===== src/rtl/approx_add_arbiter.sv =====
// Round-robin arbiter sharing one 16-bit approximate adder (7 approximate LSBs, 9 exact MSBs) over a 2-stage pipeline.
// Define APPROX_ERR_MON_EN to build the exact reference adder, |error| output and saturating error counter.
module approx_add_arbiter #(
  parameter int NREQ = 4,
  parameter int IDW  = 3
) (
  input  logic               clk,
  input  logic               rst,
  input  logic [NREQ-1:0]    req_valid,
  input  logic [NREQ*16-1:0] req_a,
  input  logic [NREQ*16-1:0] req_b,
  output logic [NREQ-1:0]    req_ready,
  output logic               res_valid,
  input  logic               res_ready,
  output logic [IDW-1:0]     res_id,
  output logic [16:0]        res_sum,
  output logic [16:0]        res_err,
  output logic [15:0]        err_cnt
);
  localparam int DATA_W = 16;
  localparam int APX_W  = 7;

  function automatic logic [DATA_W:0] approx_add(input logic [DATA_W-1:0] x,
                                                 input logic [DATA_W-1:0] y);
    logic [DATA_W:0] s;
    logic            c;
    s = '0;
    c = 1'b0;
    for (int i = 0; i < DATA_W; i++) begin
      if (i < APX_W) begin
        s[i] = (~x[i] & (y[i] | c)) | (x[i] & y[i] & c);
        c    = x[i];
      end else begin
        s[i] = x[i] ^ y[i] ^ c;
        c    = (x[i] & y[i]) | (c & (x[i] ^ y[i]));
      end
    end
    s[DATA_W] = c;
    return s;
  endfunction

  logic                vld_p1, vld_p2;
  logic                s2_take, s1_load, load_p2, any_req, accept;
  logic [IDW-1:0]      ptr, win, ptr_nxt;
  logic [DATA_W-1:0]   a_sel, b_sel, a_p1, b_p1;
  logic [IDW-1:0]      id_p1, id_p2;
  logic [DATA_W:0]     sum_p1, sum_p2;

  // S2 takes new data when empty or draining; S1 loads when empty or emptying into S2.
  assign s2_take = ~vld_p2 | res_ready;
  assign s1_load = ~vld_p1 | s2_take;
  assign load_p2 = s2_take & vld_p1;

  // Lowest valid index at or above ptr wins; otherwise wrap to the lowest valid index.
  always_comb begin
    any_req = 1'b0;
    win     = '0;
    for (int i = NREQ-1; i >= 0; i--) begin
      if (req_valid[i]) begin
        any_req = 1'b1;
        win     = IDW'(i);
      end
    end
    for (int i = NREQ-1; i >= 0; i--) begin
      if (req_valid[i] && (i >= int'(ptr))) win = IDW'(i);
    end
  end

  assign accept  = any_req & s1_load & ~rst;
  assign ptr_nxt = (win == IDW'(NREQ-1)) ? '0 : win + IDW'(1);

  always_comb begin
    req_ready = '0;
    a_sel     = '0;
    b_sel     = '0;
    for (int i = 0; i < NREQ; i++) begin
      req_ready[i] = accept && (win == IDW'(i));
      if (win == IDW'(i)) begin
        a_sel = req_a[i*DATA_W +: DATA_W];
        b_sel = req_b[i*DATA_W +: DATA_W];
      end
    end
  end

  always_ff @(posedge clk) begin
    if (rst) begin
      vld_p1 <= 1'b0;
      vld_p2 <= 1'b0;
      ptr    <= '0;
    end else begin
      if (s1_load) vld_p1 <= accept;
      if (s2_take) vld_p2 <= vld_p1;
      if (accept)  ptr    <= ptr_nxt;
    end
  end

  // ---- stage p1: operand register ----
  always_ff @(posedge clk) begin
    if (accept) begin
      a_p1  <= a_sel;
      b_p1  <= b_sel;
      id_p1 <= win;
    end
  end

  assign sum_p1 = approx_add(a_p1, b_p1);

  // ---- stage p2: result register ----
  always_ff @(posedge clk) begin
    if (rst) begin
      sum_p2 <= '0;
      id_p2  <= '0;
    end else if (load_p2) begin
      sum_p2 <= sum_p1;
      id_p2  <= id_p1;
    end
  end

  assign res_valid = vld_p2 & ~rst;
  assign res_sum   = sum_p2;
  assign res_id    = id_p2;

`ifdef APPROX_ERR_MON_EN
  function automatic logic [DATA_W:0] abs_diff(input logic [DATA_W:0] x,
                                               input logic [DATA_W:0] y);
    return (x >= y) ? (x - y) : (y - x);
  endfunction

  function automatic logic [15:0] sat_inc(input logic [15:0] v);
    return (v == 16'hFFFF) ? v : (v + 16'd1);
  endfunction

  logic [DATA_W:0] exact_p1, err_p1, err_p2;
  logic [15:0]     cnt_p2;

  assign exact_p1 = {1'b0, a_p1} + {1'b0, b_p1};
  assign err_p1   = abs_diff(exact_p1, sum_p1);

  always_ff @(posedge clk) begin
    if (rst) begin
      err_p2 <= '0;
      cnt_p2 <= '0;
    end else if (load_p2) begin
      err_p2 <= err_p1;
      if (err_p1 != '0) cnt_p2 <= sat_inc(cnt_p2);
    end
  end

  assign res_err = err_p2;
  assign err_cnt = cnt_p2;
`else
  assign res_err = '0;
  assign err_cnt = '0;
`endif

endmodule


===== config.mk =====
export PLATFORM = sky130hd
export DESIGN_NAME = approx_add_arbiter
export DESIGN_NICKNAME = d
export VERILOG_FILES = /design/src/rtl/approx_add_arbiter.sv
export SDC_FILE = /design/constraint.sdc
export NUM_CORES = 1
export LEC_CHECK = 0
export ABC_AREA = 0
export BUFFER_PORTS_ARGS = -buffer_cell sky130_fd_sc_hd__buf_4
export CAP_MARGIN = 20
export CORE_MARGIN = 1.5
export CORE_UTILIZATION = 39
export DETAILED_ROUTE_END_ITERATION = 16
export PLACE_DENSITY_LB_ADDON = 0.15
export SYNTH_ARGS = -nofsm -noshare
export SYNTH_HDL_FRONTEND = slang
export SYNTH_SLANG_ARGS = --single-unit

===== constraint.sdc =====
create_clock -name clk -period 3.77 [get_ports clk]
set_input_delay 0.754 -clock clk [delete_from_list [all_inputs] [get_ports clk]]
set_output_delay 0.754 -clock clk [all_outputs]
set_load 0.03 [all_outputs]

Word-level counts from Yosys, hierarchy flattened
Index checks and enable logic that the tools add are counted.
{ "totals": {"regBits": 60, "out_inout_bits": 58, "wordCells": 138} }
{ "classes": {"add_sub_neg": 1, "order_cmp": 4, "n_eq_ne": 3, "muxes": 21, "bitwise_logic": 92, "reduce_logical": 9} }
{ "ops": {"columns": ["op", "count"], "rows": [
  ["$mux W16", 8],
  ["$and A1 B1 Y1", 41],
  ["$or A1 B1 Y1", 23],
  ["$xor A1 B1 Y1", 18],
  ["$mux W3", 5],
  ["$not A1 Y1", 10],
  ["$logic_and A1 B1 Y1", 8],
  ["$mux W2", 4],
  ["$eq A3 B2 Y1 const B", 2],
  ["$ge A1 B3 Y1 const A", 2],
  ["$ge A2 B3 Y1 const A", 2],
  ["$mux W1", 4],
  ["$add A3 B1 Y3 const B", 1],
  ["$eq A3 B1 Y1 const B", 1],
  ["$logic_not A3 Y1", 1]
]} }

Logic depth before layout (Yosys ltp)
{ "depth": {"ltp_word": 19, "depth_mapped": 13} }

Worst setup path after synthesis
OpenSTA, ideal clock, no wires.
{ "synth_path": {"path_kind": "register to register", "from": "register a_p1[6]", "to": "register sum_p2[15] (netlist: res_sum[15])", "t_arrival_ps": 3887, "required_ps": 3684, "setup_slack_ps": -203, "path_stages_with_launch": 14, "path_buffers": 0, "path_cell_list": "edfxtp_1 -> inv_1 -> fa_1 -> inv_1 -> fa_1 -> fa_1 -> fa_1 -> fa_1 -> fa_1 -> fa_1 -> fa_1 -> inv_1 -> fa_1 -> a211oi_1"} }
{ "synth_via": {"elab_chain_len": 17} }
{ "synth_lines": {"columns": ["item", "line_no", "source"], "rows": [
  ["start, declared", "45", "logic [DATA_W-1:0] a_sel, b_sel, a_p1, b_p1;"],
  ["start signal, assigned", "100", "a_p1 <= a_sel;"],
  ["$and A1 B1 Y1", "35", "c = (x[i] & y[i]) | (c & (x[i] ^ y[i]));"],
  ["$or A1 B1 Y1", "35", null],
  ["$and A1 B1 Y1", "35", null],
  ["$or A1 B1 Y1", "35", null],
  ["$and A1 B1 Y1", "35", null],
  ["$or A1 B1 Y1", "35", null],
  ["$and A1 B1 Y1", "35", null],
  ["$or A1 B1 Y1", "35", null],
  ["$and A1 B1 Y1", "35", null],
  ["$or A1 B1 Y1", "35", null],
  ["$and A1 B1 Y1", "35", null],
  ["$or A1 B1 Y1", "35", null],
  ["$and A1 B1 Y1", "35", null],
  ["$or A1 B1 Y1", "35", null],
  ["$and A1 B1 Y1", "35", null],
  ["$or A1 B1 Y1", "35", null],
  ["$xor A1 B1 Y1", "34", "s[i] = x[i] ^ y[i] ^ c;"],
  ["end signal, assigned", "114", "sum_p2 <= sum_p1;"],
  ["end, declared", "47", "logic [DATA_W:0] sum_p1, sum_p2;"]
]} }
Every way passes these cells.
A chain may end at the register's enable or synchronous reset.

Worst setup path after layout
Ends and elaborated chain as after synthesis.

==> results.json <==
{
  "status": "finished, violations left",
  "violations": "design-rule violations, negative setup slack",
  "hold_viol_final": 0,
  "ys_warn_count": 0,
  "finClkSkew_ps": 8.068,
  "syn_avg_cell_area_um2": 9.505,
  "period_share_pct": 101.1,
  "critPathSlowestCell": "fa_1",
  "total_power_mw": 2.528,
  "tightest_slew_ps": 732.6,
  "period_minus_slack_ps": 3813,
  "cts_tree": "yes",
  "ff_latch_area_mm2": 0.001481,
  "synth_cell_types": 43,
  "r2r_start": "a_p1[6]",
  "grt_max_degree": 65,
  "clk_path_buf_depth": 2,
  "drtAntennaViolNets": 0,
  "ff2ff_path_depth": 13,
  "hold_buffers": 0,
  "grt_antenna_before_repair": 0,
  "hold_path.class": "flop to flop",
  "nNetsFinal": 669,
  "core_mm2": 0.008806,
  "fillers": 818,
  "worstPathMaxFanout": 2,
  "cp.depth": 13,
  "io_buffers": 158,
  "crit_family": "adder cells",
  "htree_levels": 3,
  "die-area_mm2": 0.009772,
  "synth-seq-area-share_pct": 41.34,
  "setup_viol": 1,
  "initial_utilization_pct": 40.69,
  "worst_path_most_repeated_cell": "fa_2",
  "startpoint_type": "flop",
  "crit_chain": "inv_2 > fa_1 > inv_2 > fa_2 > fa_2 > fa_2 > fa_2 > fa_2 > fa_2 > fa_2 > inv_2 > fa_1 > a211oi_2",
  "io_pins": 193,
  "grt_pass1_vias": 3151,
  "synth_area_mm2": 0.003583,
  "arrival_ps": 4060,
  "cts.sink_count": 57,
  "dr.pass1.iters": 11,
  "grt_overflow_total": 0,
  "numCtsBuffers": 9,
  "reg2reg_slack_ps": -40,
  "drc": 6,
  "synthFlopType": "edfxtp_1",
  "root_buffer": "clkbuf_8",
  "cp.buffers_inverters": 3,
  "cp-endpoint": "res_sum[15]",
  "final_core_util_pct": 55.71,
  "fp-row-count": 34,
  "finalWeightedCongestion": 0.8128,
  "multi_input_area_mm2": 0.001817,
  "wirelength_um": 9540,
  "cp_slowest_stage_delay_ps": 410,
  "synthCells": 377,
  "r2r_end": "res_sum[15]",
  "die_w_um": 98.86,
  "fin_tns_setup_ps": -42.54,
  "p_per_area_mw_per_mm2": 515.2,
  "vdd_drop_max_mv": 0.1771,
  "drv_slew": 0,
  "wl_per_cell_um": 15.05,
  "viasPerCell": 5.159,
  "vias": 3271,
  "grt_pass1_wl_um": 14990,
  "path_clk_slew_ps": 60,
  "async_reset_ff_share_pct": 0,
  "rsz0062_at_grt": "yes",
  "maxCapViolCount": 0,
  "syn_to_final_growth_pct": 36.91,
  "cp-startpoint": "a_p1[6]",
  "power.leakage_nw": 2.111,
  "finalWorstSetupSlack_ps": -42.54,
  "drive_gt1_share_pct": 38.40,
  "clock.fmax_ghz": 0.2623,
  "first_iter_violations": 116,
  "maxSlewHeadroom_pct": 51.16,
  "timing.hold.ws_ps": 474.1,
  "path_class": "flop to flop",
  "synth_edf_count": 34,
  "n_antenna_cell": 0,
  "ys_ff_latch": 57,
  "fp.dieH_um": 98.86,
  "dp_hpwl_um": 7449,
  "clk_latency_ps": 330,
  "required_ps": 4020,
  "stdcell_count": 634,
  "placed_cells": 618,
  "critPathCaptureType": "flop",
  "groute.usage.overall_pct": 19.57
}
cell type report:
type | instances | share of cell area, %
multi-input combinational | 273 | 37.03
sequential | 57 | 30.20
timing repair buffer | 164 | 25.25
clock buffer | 12 | 3.162
tap | 108 | 2.754
inverter | 16 | 1.224
clock inverter | 4 | 0.3826
what timing repair did:
item / 4_1_cts / 5_1_grt
setup buffers: 0 / 0
setup endpoints to repair: 1 / 1
gates resized for setup: 3 / 3
logic make-up after synthesis:
kind of cell,share of synthesized area [%]
AO/OA/AOI/OAI,24.72
buffers and inverters,12.26
adder cells (fa/ha/maj),6.704
flip-flops,41.34
other,0.1046
AND/OR/NAND/NOR,14.18
multiplexers,0.6982
synth_stat cells (all sizes together), types with 2 or more instances:
library cell   n  area [um^2]
a211oi         4        30.03
a21oi         33        165.2
a221oi        28        245.2
a22o           4        35.03
a311oi         5        43.79
a31oi          2        12.51
and2           4        30.03
buf           39        285.3
clkbuf        25        93.84
dfxtp         23        460.4
edfxtp        34         1021
fa             9        180.2
ha             4        50.05
inv           16        60.06
nand2         37        138.9
nand2b         2        12.51
nand3          9        45.04
nor2           2        7.510
nor2b         32        200.2
o21ai         16        80.08
o21bai         3        22.52
o31ai         28        210.2
state kept, by name, indices dropped and copies added, names as in the netlist:
| register | flops |
|---|---|
| id_p1 | 2 |
| vld_p1 | 1 |
| ptr | 2 |
| b_p1 | 16 |
| res_id | 2 |
| res_sum | 17 |
| a_p1 | 16 |
| vld_p2 | 1 |
layout by cell type (no fill, tap or decap), drive strengths merged, types with 5 or more instances in the layout:
| cell type | instances |
|---|---|
| a21oi | 33 |
| a221oi | 28 |
| a311oi | 5 |
| buf | 164 |
| clkbuf | 12 |
| conb | 34 |
| dfxtp | 23 |
| edfxtp | 34 |
| fa | 9 |
| inv | 16 |
| nand2 | 37 |
| nand3 | 9 |
| nor2b | 32 |
| o21ai | 16 |
| o31ai | 28 |
routing by layer:
layer,track usage [%],routed length [um],vias up,share of wire [%]
met3,5.532,569,7,6.0
met5,0,0,-,0
met1,24.67,4088,1542,43
li1,-,-,1604,-
met4,4.615,88,0,0.92
met2,33.32,4793,118,50
per-stage QoR:
| stage | setup slack (ps) | cell area, um^2 |
|---|---|---|
| after floorplan | 1.470 | 3720 |
| after global placement | -69.66 | 4707 |
| after detailed placement | -126.2 | 4722 |
| after CTS | -47.99 | 4901 |
| after global routing | -193.0 | 4906 |
| final | -42.54 | 4906 |
power breakdown:
part / switching [mW] / internal [mW] / total [mW] / leakage [nW]
combinational: 0.609 / 0.490 / 1.10 / 1.49
sequential: 0.0868 / 0.849 / 0.936 / 0.527
clock: 0.225 / 0.268 / 0.494 / 0.0936
total: 0.921 / 1.61 / 2.53 / 2.11
worst register-to-register path, stage by stage (launching register included):
cell and delay (ps):
edfxtp_1 380, inv_2 80, fa_1 180, inv_2 40, fa_2 340, fa_2 350, fa_2 350, fa_2 340
fa_2 340, fa_2 350, fa_2 340, inv_2 60, fa_1 410, a211oi_2 180
worst min-delay path by stage:
stage	start	endpoint	cells past startpoint
after global routing	res_sum[12]	res_sum[12]	2
after detailed placement	res_id[0]	res_id[0]	2
after floorplan	id_p1[0]	res_id[0]	2
final	res_id[0]	res_id[0]	2
after CTS	res_id[0]	res_id[0]	2
after global placement	res_id[0]	res_id[0]	2
Note: power is estimated with default switching activity, not from simulation.
